## src/rtl/aqalu_pkg.sv

```systemverilog
// -----------------------------------------------------------------------------
// aqalu_pkg
//   Shared definitions for the AQALU command driver: opcode constants, the
//   driver FSM state encoding and the packed command record that travels
//   through the command FIFO.
// -----------------------------------------------------------------------------
package aqalu_pkg;

   localparam logic [3:0] OP_IDLE   = 4'b0000;
   localparam logic [3:0] OP_RUNSUM = 4'b1111;   // stateful running-sum opcode

   typedef enum logic [1:0] {
      IDLE  = 2'd0,
      ISSUE = 2'd1,
      WAIT  = 2'd2,
      RESP  = 2'd3
   } state_t;

   typedef struct packed {
      logic [3:0] opcode;
      logic [1:0] a;
      logic [1:0] b;
   } cmd_t;

   // Builds a command record from its fields.
   function automatic cmd_t make_cmd(input logic [3:0] op, input logic [1:0] a, input logic [1:0] b);
      cmd_t c;
      c.opcode = op;
      c.a      = a;
      c.b      = b;
      return c;
   endfunction

endpackage

```

## src/rtl/aqalu_cmd_fifo.sv

```systemverilog
// -----------------------------------------------------------------------------
// aqalu_cmd_fifo
//   Synchronous FIFO of cmd_t records, DEPTH entries (power of 2, >= 2).
//   Full/empty come straight from the registered occupancy count, so a push
//   is refused while full even if a pop happens in the same cycle.
// Ports
//   clock    in   rising-edge clock
//   reset    in   synchronous, active-low
//   i_push   in   push request (ignored while full)
//   i_data   in   command written on push
//   i_pop    in   pop request (ignored while empty)
//   o_data   out  head-of-queue command (valid while !o_empty)
//   o_full   out  occupancy == DEPTH
//   o_empty  out  occupancy == 0
// -----------------------------------------------------------------------------
module aqalu_cmd_fifo
   import aqalu_pkg::*;
#(
   parameter int DEPTH = 4
) (
   input  logic clock,
   input  logic reset,
   input  logic i_push,
   input  cmd_t i_data,
   input  logic i_pop,
   output cmd_t o_data,
   output logic o_full,
   output logic o_empty
);

   localparam int AW = $clog2(DEPTH);
   localparam int CW = AW + 1;

   cmd_t          r_mem [DEPTH];
   logic [AW-1:0] r_wr_ptr;
   logic [AW-1:0] r_rd_ptr;
   logic [CW-1:0] r_count;
   logic          w_push;
   logic          w_pop;

   assign o_full  = (r_count == CW'(DEPTH));
   assign o_empty = (r_count == {CW{1'b0}});
   assign w_push  = i_push && !o_full;
   assign w_pop   = i_pop && !o_empty;
   assign o_data  = r_mem[r_rd_ptr];

   // Storage array; contents are don't-care until written.
   always_ff @(posedge clock) begin
      if (w_push) begin
         r_mem[r_wr_ptr] <= i_data;
      end
   end

   // Pointers and occupancy count.
   always_ff @(posedge clock) begin
      if (!reset) begin
         r_wr_ptr <= {AW{1'b0}};
         r_rd_ptr <= {AW{1'b0}};
         r_count  <= {CW{1'b0}};
      end else begin
         if (w_push) r_wr_ptr <= r_wr_ptr + AW'(1);
         if (w_pop)  r_rd_ptr <= r_rd_ptr + AW'(1);
         case ({w_push, w_pop})
            2'b10:   r_count <= r_count + CW'(1);
            2'b01:   r_count <= r_count - CW'(1);
            default: r_count <= r_count;
         endcase
      end
   end

endmodule

```

## src/rtl/aqalu_cmd_driver.sv

```systemverilog
// -----------------------------------------------------------------------------
// aqalu_cmd_driver
//   Feeds the AQALU from a valid/ready command stream: queues {opcode,A,B},
//   applies one command at a time to the ALU inputs, waits ALU_LAT clocks,
//   captures the ALU Output and returns it on a valid/ready response port.
//   Also owns the seconds tick/counter used to timestamp ALU activity.
//   Optional feature macro: AQALU_TIMESTAMP_EN adds rsp_seconds, the seconds
//   value sampled in the rsp_data capture cycle.
// Ports
//   clock, reset (sync, active-low)
//   cmd_valid/cmd_ready/cmd_opcode/cmd_a/cmd_b   command input
//   alu_A/alu_B/alu_Opcode (out), alu_Output (in) AQALU interface
//   rsp_valid/rsp_ready/rsp_data/rsp_opcode      response output
//   sec_tick, seconds                            1-second tick and counter
//   rsp_seconds                                  (AQALU_TIMESTAMP_EN only)
// -----------------------------------------------------------------------------
module aqalu_cmd_driver
   import aqalu_pkg::*;
#(
   parameter int DEPTH    = 4,
   parameter int ALU_LAT  = 1,
   parameter int TICK_DIV = 10_000_000,
   parameter int OUT_W    = 8
) (
   input  logic             clock,
   input  logic             reset,
   input  logic             cmd_valid,
   output logic             cmd_ready,
   input  logic [3:0]       cmd_opcode,
   input  logic [1:0]       cmd_a,
   input  logic [1:0]       cmd_b,
   output logic [1:0]       alu_A,
   output logic [1:0]       alu_B,
   output logic [3:0]       alu_Opcode,
   input  logic [OUT_W-1:0] alu_Output,
   output logic             rsp_valid,
   input  logic             rsp_ready,
   output logic [OUT_W-1:0] rsp_data,
   output logic [3:0]       rsp_opcode,
   output logic             sec_tick,
   output logic [7:0]       seconds
`ifdef AQALU_TIMESTAMP_EN
   ,output logic [7:0]      rsp_seconds
`endif
);

   localparam int LCW = (ALU_LAT > 1) ? $clog2(ALU_LAT) : 1;
   localparam int TW  = (TICK_DIV > 1) ? $clog2(TICK_DIV) : 1;
   localparam logic [LCW-1:0] LAT_LAST = LCW'(ALU_LAT - 1);
   localparam logic [TW-1:0]  TICK_MAX = TW'(TICK_DIV - 1);

   state_t           r_state;
   state_t           w_next_state;
   cmd_t             w_fifo_rd;
   logic             w_fifo_full;
   logic             w_fifo_empty;
   logic             w_pop;
   logic             w_issue;
   logic             w_capture;
   logic             w_rsp_done;
   logic             w_lat_last;
   cmd_t             r_cmd;
   logic [LCW-1:0]   r_lat_cnt;
   logic [1:0]       r_alu_a;
   logic [1:0]       r_alu_b;
   logic [3:0]       r_alu_opcode;
   logic             r_rsp_valid;
   logic [OUT_W-1:0] r_rsp_data;
   logic [3:0]       r_rsp_opcode;
   logic [TW-1:0]    r_tick_cnt;
   logic             r_sec_tick;
   logic [7:0]       r_seconds;
`ifdef AQALU_TIMESTAMP_EN
   logic [7:0]       r_rsp_seconds;
   assign rsp_seconds = r_rsp_seconds;
`endif

   aqalu_cmd_fifo #(.DEPTH(DEPTH)) u_fifo (
      .clock   (clock),
      .reset   (reset),
      .i_push  (cmd_valid),
      .i_data  (make_cmd(cmd_opcode, cmd_a, cmd_b)),
      .i_pop   (w_pop),
      .o_data  (w_fifo_rd),
      .o_full  (w_fifo_full),
      .o_empty (w_fifo_empty)
   );

   assign cmd_ready  = !w_fifo_full;
   assign alu_A      = r_alu_a;
   assign alu_B      = r_alu_b;
   assign alu_Opcode = r_alu_opcode;
   assign rsp_valid  = r_rsp_valid;
   assign rsp_data   = r_rsp_data;
   assign rsp_opcode = r_rsp_opcode;
   assign sec_tick   = r_sec_tick;
   assign seconds    = r_seconds;
   assign w_lat_last = (r_lat_cnt == LAT_LAST);

   // FSM state register.
   always_ff @(posedge clock) begin
      if (!reset) r_state <= IDLE;
      else        r_state <= w_next_state;
   end

   // FSM next state and per-state control strobes.
   always_comb begin
      w_next_state = r_state;
      w_pop        = 1'b0;
      w_issue      = 1'b0;
      w_capture    = 1'b0;
      w_rsp_done   = 1'b0;
      case (r_state)
         IDLE: begin
            if (!w_fifo_empty) begin
               w_pop        = 1'b1;
               w_next_state = ISSUE;
            end else begin
               w_next_state = IDLE;
            end
         end
         ISSUE: begin
            w_issue      = 1'b1;
            w_next_state = WAIT;
         end
         WAIT: begin
            if (w_lat_last) begin
               w_capture    = 1'b1;
               w_next_state = RESP;
            end else begin
               w_next_state = WAIT;
            end
         end
         RESP: begin
            // rsp_valid is always high in RESP, so rsp_ready alone completes it.
            if (rsp_ready) begin
               w_rsp_done   = 1'b1;
               w_next_state = IDLE;
            end else begin
               w_next_state = RESP;
            end
         end
         default: w_next_state = IDLE;
      endcase
   end

   // Command datapath: popped-command holding register, ALU drive, latency
   // counter and response capture. ALU inputs keep the last command between
   // issues so stateful opcodes continue to evolve.
   always_ff @(posedge clock) begin
      if (!reset) begin
         r_cmd         <= make_cmd(OP_IDLE, 2'd0, 2'd0);
         r_alu_a       <= 2'd0;
         r_alu_b       <= 2'd0;
         r_alu_opcode  <= OP_IDLE;
         r_lat_cnt     <= {LCW{1'b0}};
         r_rsp_valid   <= 1'b0;
         r_rsp_data    <= {OUT_W{1'b0}};
         r_rsp_opcode  <= 4'd0;
`ifdef AQALU_TIMESTAMP_EN
         r_rsp_seconds <= 8'd0;
`endif
      end else begin
         if (w_pop) r_cmd <= w_fifo_rd;
         if (w_issue) begin
            r_alu_a      <= r_cmd.a;
            r_alu_b      <= r_cmd.b;
            r_alu_opcode <= r_cmd.opcode;
            r_lat_cnt    <= {LCW{1'b0}};
         end else if ((r_state == WAIT) && !w_lat_last) begin
            r_lat_cnt <= r_lat_cnt + LCW'(1);
         end
         if (w_capture) begin
            r_rsp_valid   <= 1'b1;
            r_rsp_data    <= alu_Output;
            r_rsp_opcode  <= r_alu_opcode;
`ifdef AQALU_TIMESTAMP_EN
            r_rsp_seconds <= r_seconds;
`endif
         end else if (w_rsp_done) begin
            r_rsp_valid <= 1'b0;
         end
      end
   end

   // Free-running seconds timebase, independent of the command FSM.
   always_ff @(posedge clock) begin
      if (!reset) begin
         r_tick_cnt <= {TW{1'b0}};
         r_sec_tick <= 1'b0;
         r_seconds  <= 8'd0;
      end else if (r_tick_cnt == TICK_MAX) begin
         r_tick_cnt <= {TW{1'b0}};
         r_sec_tick <= 1'b1;
         r_seconds  <= r_seconds + 8'd1;
      end else begin
         r_tick_cnt <= r_tick_cnt + TW'(1);
         r_sec_tick <= 1'b0;
      end
   end

endmodule
```

## config.mk

```make
export PLATFORM = sky130hd
export DESIGN_NAME = aqalu_cmd_driver
export DESIGN_NICKNAME = d
export VERILOG_FILES = /design/src/rtl/aqalu_pkg.sv /design/src/rtl/aqalu_cmd_fifo.sv /design/src/rtl/aqalu_cmd_driver.sv
export SDC_FILE = /design/constraint.sdc
export NUM_CORES = 1
export LEC_CHECK = 0
export CAP_MARGIN = 40
export CELL_PAD_IN_SITES_DETAIL_PLACEMENT = 1
export CELL_PAD_IN_SITES_GLOBAL_PLACEMENT = 2
export CORE_MARGIN = 2
export CORE_UTILIZATION = 39
export CTS_BUF_LIST = sky130_fd_sc_hd__clkbuf_8 sky130_fd_sc_hd__clkbuf_16
export DETAILED_ROUTE_END_ITERATION = 16
export GPL_ROUTABILITY_DRIVEN = 0
export GPL_TIMING_DRIVEN = 0
export HOLD_SLACK_MARGIN = 0.15
export MAX_ROUTING_LAYER = met4
export PLACE_DENSITY_LB_ADDON = 0.15
export SKIP_CTS_REPAIR_TIMING = 1
export SYNTH_ARGS = -nofsm -noshare
export SYNTH_HDL_FRONTEND = slang
export SYNTH_HIERARCHICAL = 1
export SYNTH_SLANG_ARGS = --single-unit
```

## constraint.sdc

```tcl
create_clock -name clock -period 6.6 [get_ports clock]
set_input_delay 0.99 -clock clock [delete_from_list [all_inputs] [get_ports clock]]
set_output_delay 0.99 -clock clock [all_outputs]
set_load 0.02 [all_outputs]
```

==> impl_metrics.env <==
export IMPL_min_path_type="register to register"
export IMPL_avgSynthCellArea_um2=10.8
export IMPL_synth_nets=419
export IMPL_critPathArrivalTime_ps=3320
export IMPL_synth_seq_cells=106
export IMPL_slowest_delay_ps=450
export IMPL_final_cell_mix="74 x dfxtp_1, 55 x nand2_1, 50 x clkdlybuf4s50_1"
export IMPL_grt_max_degree=22
export IMPL_grt_pass1_vias=2937
export IMPL_crit_required_ps=6920
export IMPL_num_io_pins=51
export IMPL_avgRoutedWirePerCell_um=14.4
export IMPL_synthDistinctLibCells=40
export IMPL_status="finished clean"
export IMPL_cts_root_buf="clkbuf_8"
export IMPL_insertion_delay_ps=380
export IMPL_slew_violations=0
export IMPL_fin_total_pwr_w=0.00157
export IMPL_synthTopCellsByArea="dfxtp_1 35%, edfxtp_1 23%, nand2_1 4.9%, mux4_2 4.3%, nor2_1 4.1%"
export IMPL_cp_endpoint="u_fifo/r_count[2]"
export IMPL_post_dp_cell_area_um2=4890
export IMPL_grt_first_pass_wirelength_um=14300
export IMPL_yosysWarnings=6
export IMPL_crit_start="u_fifo/r_count[0]"
export IMPL_diodes=0
export IMPL_dp_cells=578
export IMPL_path_depth=11
export IMPL_grt_overflow=0
export IMPL_clk_pin_slew_ps=110
export IMPL_slew_headroom_pct=64.8
export IMPL_core_region_area_um2=10400
export IMPL_synthCells=391
export IMPL_clock_sinks=106
export IMPL_drv_cap=0
export IMPL_syn_to_final_growth_pct=20.9
export IMPL_path_common_cell="or3_1"
export IMPL_final_nets=481
export IMPL_die_w_um=108
export IMPL_cts_buffer_depth=2
export IMPL_tns_ps=0
export IMPL_viasPerCell=4.99
export IMPL_via_count=2964
export IMPL_reg2reg_slack_ps=3600
export IMPL_setup_worst_path_end_class="register"
export IMPL_r2r_start="u_fifo/r_count[0]"
export IMPL_antenna_left=0
export IMPL_cp_max_fo=12
export IMPL_start_util_pct=40.4
export IMPL_fmax_mhz=333
export IMPL_p_leak_nw=1.77
export IMPL_wl_um=8570
export IMPL_setup_violations=0
export IMPL_dieArea_um2=11600
export IMPL_path_cells="nor3_2 > or3_1 > clkbuf_1 > clkinv_1 > nor2b_1 > ha_1 > inv_1 > fa_1 > xor2_1 > or3_1 > a21boi_1"
export IMPL_fin_worst_skew_ps=14.3
export IMPL_cts_tree="built"
export IMPL_setup_slack_ps=3600
export IMPL_drc=0
export IMPL_place_ws_ps=3570
export IMPL_dr_pass1_iters=4
export IMPL_r2r_end="u_fifo/r_count[2]"
export IMPL_tightest_slew_ps=526
export IMPL_crit_slowest_cell="dfxtp_1"
export IMPL_synth_seq_area_share_pct=58.0
export IMPL_io_buffers=50
export IMPL_p_per_area_nw_per_um2=309
export IMPL_fin_crit_sh_pct=45.5
export IMPL_hold_violations=0
export IMPL_gr_usage_all_layers_pct=16.3
export IMPL_critPathLaunchType="register"
export IMPL_period_needed_ps=3000
export IMPL_antenna_found_initial=0
export IMPL_die_h_um=108
export IMPL_final_common_cell="dfxtp_1"
export IMPL_critPathKind="register to register"
export IMPL_rows=37
export IMPL_cts_buffers=9
export IMPL_drive_above_1_share_pct=7.42
export IMPL_grt_setup_unrepaired="false"
export IMPL_reg2regPathDepth=11
export IMPL_synth_top_area_cell="dfxtp_1"
export IMPL_h_tree_depth=3
export IMPL_dp_hpwl_um=6170
export IMPL_crit_family="simple AND/OR/NAND/NOR gates"
export IMPL_synth_top_area_share_pct=35.2
export IMPL_syn_area_um2=4210
export IMPL_ir_drop_mv=0.177
export IMPL_design_area_um2=5090
export IMPL_drtIter0Drc=130
export IMPL_cp_buffers_inverters=3
export IMPL_layoutNonFillerInstCount=594
[state kept, by name, indices dropped and copies added (netlist names), 2 cells and up, named ones only]
register and count:
u_fifo/r_wr_ptr 2, u_fifo/r_count 3, r_state 2, u_fifo/r_mem 32, rsp_opcode 4, seconds 8
alu_Opcode 4, r_tick_cnt 24, alu_A 2, alu_B 2, rsp_data 8, r_cmd 8
u_fifo/r_rd_ptr 2
[layer usage]
metal	wire length, um	GRT usage [%]	part of all wire (%)	vias to the layer above
met2	4050	26.2	47	57
met5	0	-	0	-
met4	92	4.03	1.1	0
met3	444	5.27	5.2	7
met1	3990	20.0	47	1422
li1	-	-	-	1478
[kinds of logic (layout without fill, tap and decap cells)]
family / count (synthesis) / in the layout / synth area share (%)
simple gates: 161 / 161 / 18.3
buf+inv: 30 / 97 / 2.79
fa+ha+maj: 8 / 8 / 2.56
xor+xnor: 25 / 25 / 5.20
mux: 24 / 24 / 8.08
flops: 106 / 106 / 58.0
compound gates: 37 / 37 / 5.02
[worst min-delay path, stage by stage (launching register included)]
cell     delay (ps)
dfxtp_1         330
nand2_1          50
a21oi_1          50
[worst min path at each step]
stage             startpoint       endpoint  slack, ps  cells past startpoint
2_1_floorplan  r_tick_cnt[0]  r_tick_cnt[0]        430                      1
3_3_place_gp        r_cmd[0]       alu_B[0]        440                      2
3_5_place_dp        r_cmd[6]       r_cmd[6]        450                      2
4_1_cts             r_cmd[6]       r_cmd[6]        460                      2
5_1_grt             r_cmd[3]       r_cmd[3]        480                      2
6_report            r_cmd[6]       r_cmd[6]        460                      2
[synth_stat cells]
library cell	n
nor3_1	2
nor3b_2	1
a31oi_1	1
o211ai_1	4
dfxtp_1	74
a21oi_1	20
nor4_1	1
nor4b_1	2
fa_1	1
mux4_2	8
a21boi_1	2
xor2_1	19
buf_2	4
o311ai_0	1
inv_1	11
ha_1	7
nor2_1	46
o31ai_1	1
or3_1	3
mux2i_1	16
or4_1	6
clkinv_1	1
nor2b_1	3
o21ai_0	7
nor4_2	1
clkbuf_1	11
nand2b_1	2
and2_1	8
nand4_1	8
nand4_2	1
edfxtp_1	32
o41ai_1	1
nand4bb_1	1
nand3_1	16
buf_1	2
and3_1	4
inv_2	1
nand2_1	55
xnor2_1	6
nor3_2	1
[stage by stage]
step           hold WS, ps  util (%)
4_1_cts                464      48.9
3_5_place_dp           447      46.9
2_1_floorplan          430         -
5_1_grt                479      48.9
6_report               462      48.9
3_3_place_gp           443      46.9
[cell type report]
cell class                 count  area, um2
sequential                   106       2440
clock buffer                   9        124
tap                          136        170
fill                        1160       5330
buffer                        17       68.8
timing repair buffer          51        505
clock inverter                 7       78.8
multi-input combinational    255       1650
inverter                      13       48.8
[power by group]
group	internal, W	switching (W)
registers	0.000750	0.0000439
clock network	0.000152	0.000248
logic	0.000168	0.000208
Note: power is estimated with default switching activity, not from simulation.
==> patch, RTL diff (config.mk and constraints unchanged) <==
Encoding of `state_t`: now one-hot (4 bits for 4 states).
--- a/src/rtl/aqalu_pkg.sv
+++ b/src/rtl/aqalu_pkg.sv
@@ -11,7 +11,7 @@
 
-   typedef enum logic [1:0] {
-      IDLE  = 2'd0,
-      ISSUE = 2'd1,
-      WAIT  = 2'd2,
-      RESP  = 2'd3
+   typedef enum logic [3:0] {
+      IDLE  = 4'b0001,
+      ISSUE = 4'b0010,
+      WAIT  = 4'b0100,
+      RESP  = 4'b1000
    } state_t;
Function: same outputs for any inputs over 10 cycles, from zero or initial values and one cycle with reset low; not proved beyond that.
==> patch against the original RTL <==
- critical path depth down 1
- power shrank 4.9%
- synthesized area grew 3.7%
- die area grew 3.6%
- worst setup slack worse by 160 ps
- routed wire length increased by 8.1%
- critical path type unchanged
- first-iteration DRC count decreased by 18%
- via count up 1.8%
- design area is 3.0% higher
- sequential power decreased by 0.9%
- sequential cell count rose by 2
==> patch: results (changes against the original RTL) <==
outcome: "finished, final reports clean"
final-instance-count-excl-fill: 603  # +1.5%
comb.multi_input.count: 264  # +3.5%
routed-wl-met3_um: 391  # -12%
seq_area_frac_synth: 0.568  # -0.0116
clock_slew_seen_by_the_registers_of_the_worst_setup_and_hold_paths_ps: 100
synth_adder_area_share: 0.0246  # -0.000915
nNonClkBuffers: 64  # -5.9%
wire_length_of_the_first_global_routing_pass_mm: 15.1  # +4.9%
synth_compound_area_frac: 0.0404  # -0.00982
netSwitchingPower_w: 0.000426  # -15%
power_clock_w: 0.000407  # +2%
yosysUniqueCellTypes: 47  # +18%
synth.area.top_cells: "sky130_fd_sc_hd__dfxtp_1 (35%), sky130_fd_sc_hd__edfxtp_1 (22%), sky130_fd_sc_hd__mux2i_1 (5.3%)"
min-delay-path-class: "reg -> reg"
vdd.ir_drop.worst_mv: 0.141  # -20%
groute.layer.met3.usage: 0.0290  # -0.0236
grt_use_met2: 0.249  # -0.0130
grt_max_degree: 19  # -14%
multi_input_gate_area_in_the_final_layout_mm2: 0.00178  # +7.9%
final_nets: 486  # +1.0%
synth.top_cell.area_share: 0.348  # -0.00343
cellLeakagePower_nw: 1.76  # -1.0%
synth_area_per_cell_um2: 11.0  # +2.4%
synth.cells.most_frequent: "sky130_fd_sc_hd__dfxtp_1 (76), sky130_fd_sc_hd__nor2_1 (57), sky130_fd_sc_hd__nand2_1 (37)"
synthesis_warnings: 6  # unchanged
clkLatencyLatePin_ps: 360  # -20 ps
route.met2.wl_mm: 4.09  # +1.0%
inv_count: 11  # -2
crit_path_max_fanout: 12  # unchanged
clock_area_frac: 0.0377  # -0.00213
count_of_vias_placed_by_the_detailed_router: 3018  # +1.8%
routed_length_per_instance_um: 15.4  # +6.4%
ys_seq_elements: 108  # +1.9%
wirelength_met1_mm: 4.67  # +17%
grtUsageTotal: 0.168  # +0.00521
proportion_of_layout_cells_with_a_drive_suffix_above_1: 0.0799  # +0.00568
muxShareOfSynthArea: 0.0940  # +0.0132
relative_slew_slack: 0.425  # -0.223
post_route_skew_ps: 10.8  # -3.50 ps
drt_iter0_markers: 106  # -18%
pwr-share-comb: 0.200  # -0.040
final-nonclk-buf-share: 0.108  # -0.00477
place.detailed.instances: 587  # +1.6%
hpwlAfterDp_mm: 6.79  # +10%
fillers: 1228  # +5.9%
global_route.usage.met1: 0.230  # +0.0302
cts_buffers: 9  # unchanged
seq_area_frac: 0.473  # -0.00657
xor_xnor_share_of_the_synthesized_area: 0.0542  # +0.00215
routed.top_layer: "met4"
worst_ep_arrival_time_ps: 3460  # +140 ps
synthesis.nets: 424  # +1.2%
patch: cell count changes after synthesis, moves of 3 or more:
cell	delta
sky130_fd_sc_hd__nor4_1	+3
sky130_fd_sc_hd__and3_1	-3
sky130_fd_sc_hd__a21oi_1	-5
sky130_fd_sc_hd__o21ai_0	+6
sky130_fd_sc_hd__nand2_1	-18
sky130_fd_sc_hd__o211ai_1	-4
sky130_fd_sc_hd__nor2_1	+11
sky130_fd_sc_hd__nand3_1	-4
sky130_fd_sc_hd__or3_1	+3
sky130_fd_sc_hd__or4_1	-4
sky130_fd_sc_hd__clkbuf_1	-3
sky130_fd_sc_hd__mux2i_1	+7
patch: final timing paths:
check / startpoint / to / slack [ps] / depth (start not counted)
hold reg to reg: r_tick_cnt[0] / r_tick_cnt[0] / 450 / 1
setup / recovery: r_state[2] / u_fifo/r_count[2] / 3440 / 10
setup reg to reg: r_state[2] / u_fifo/r_count[2] / 3440 / 10
hold / removal: r_tick_cnt[0] / r_tick_cnt[0] / 450 / 1
patch: stage by stage:
step	setup slack (ps)	total power, W	util	cell area, um2
after global placement	3550	0.00109	0.463	5040
after CTS	3400	0.00152	0.482	5240
after detailed placement	3470	0.00111	0.463	5050
after global routing	3120	0.00158	0.482	5240
after floorplan	3900	0.00102	-	4370
final	3440	0.00149	0.482	5240
patch: critical path, stage by stage (launching register included):
cell and delay, ps:
sky130_fd_sc_hd__dfxtp_1 370, sky130_fd_sc_hd__nor2_1 250, sky130_fd_sc_hd__nor4bb_1 310, sky130_fd_sc_hd__buf_1 590, sky130_fd_sc_hd__nor2b_1 310, sky130_fd_sc_hd__ha_1 220
sky130_fd_sc_hd__inv_1 60, sky130_fd_sc_hd__fa_1 380, sky130_fd_sc_hd__xor2_1 160, sky130_fd_sc_hd__or3_1 310, sky130_fd_sc_hd__a21boi_1 140
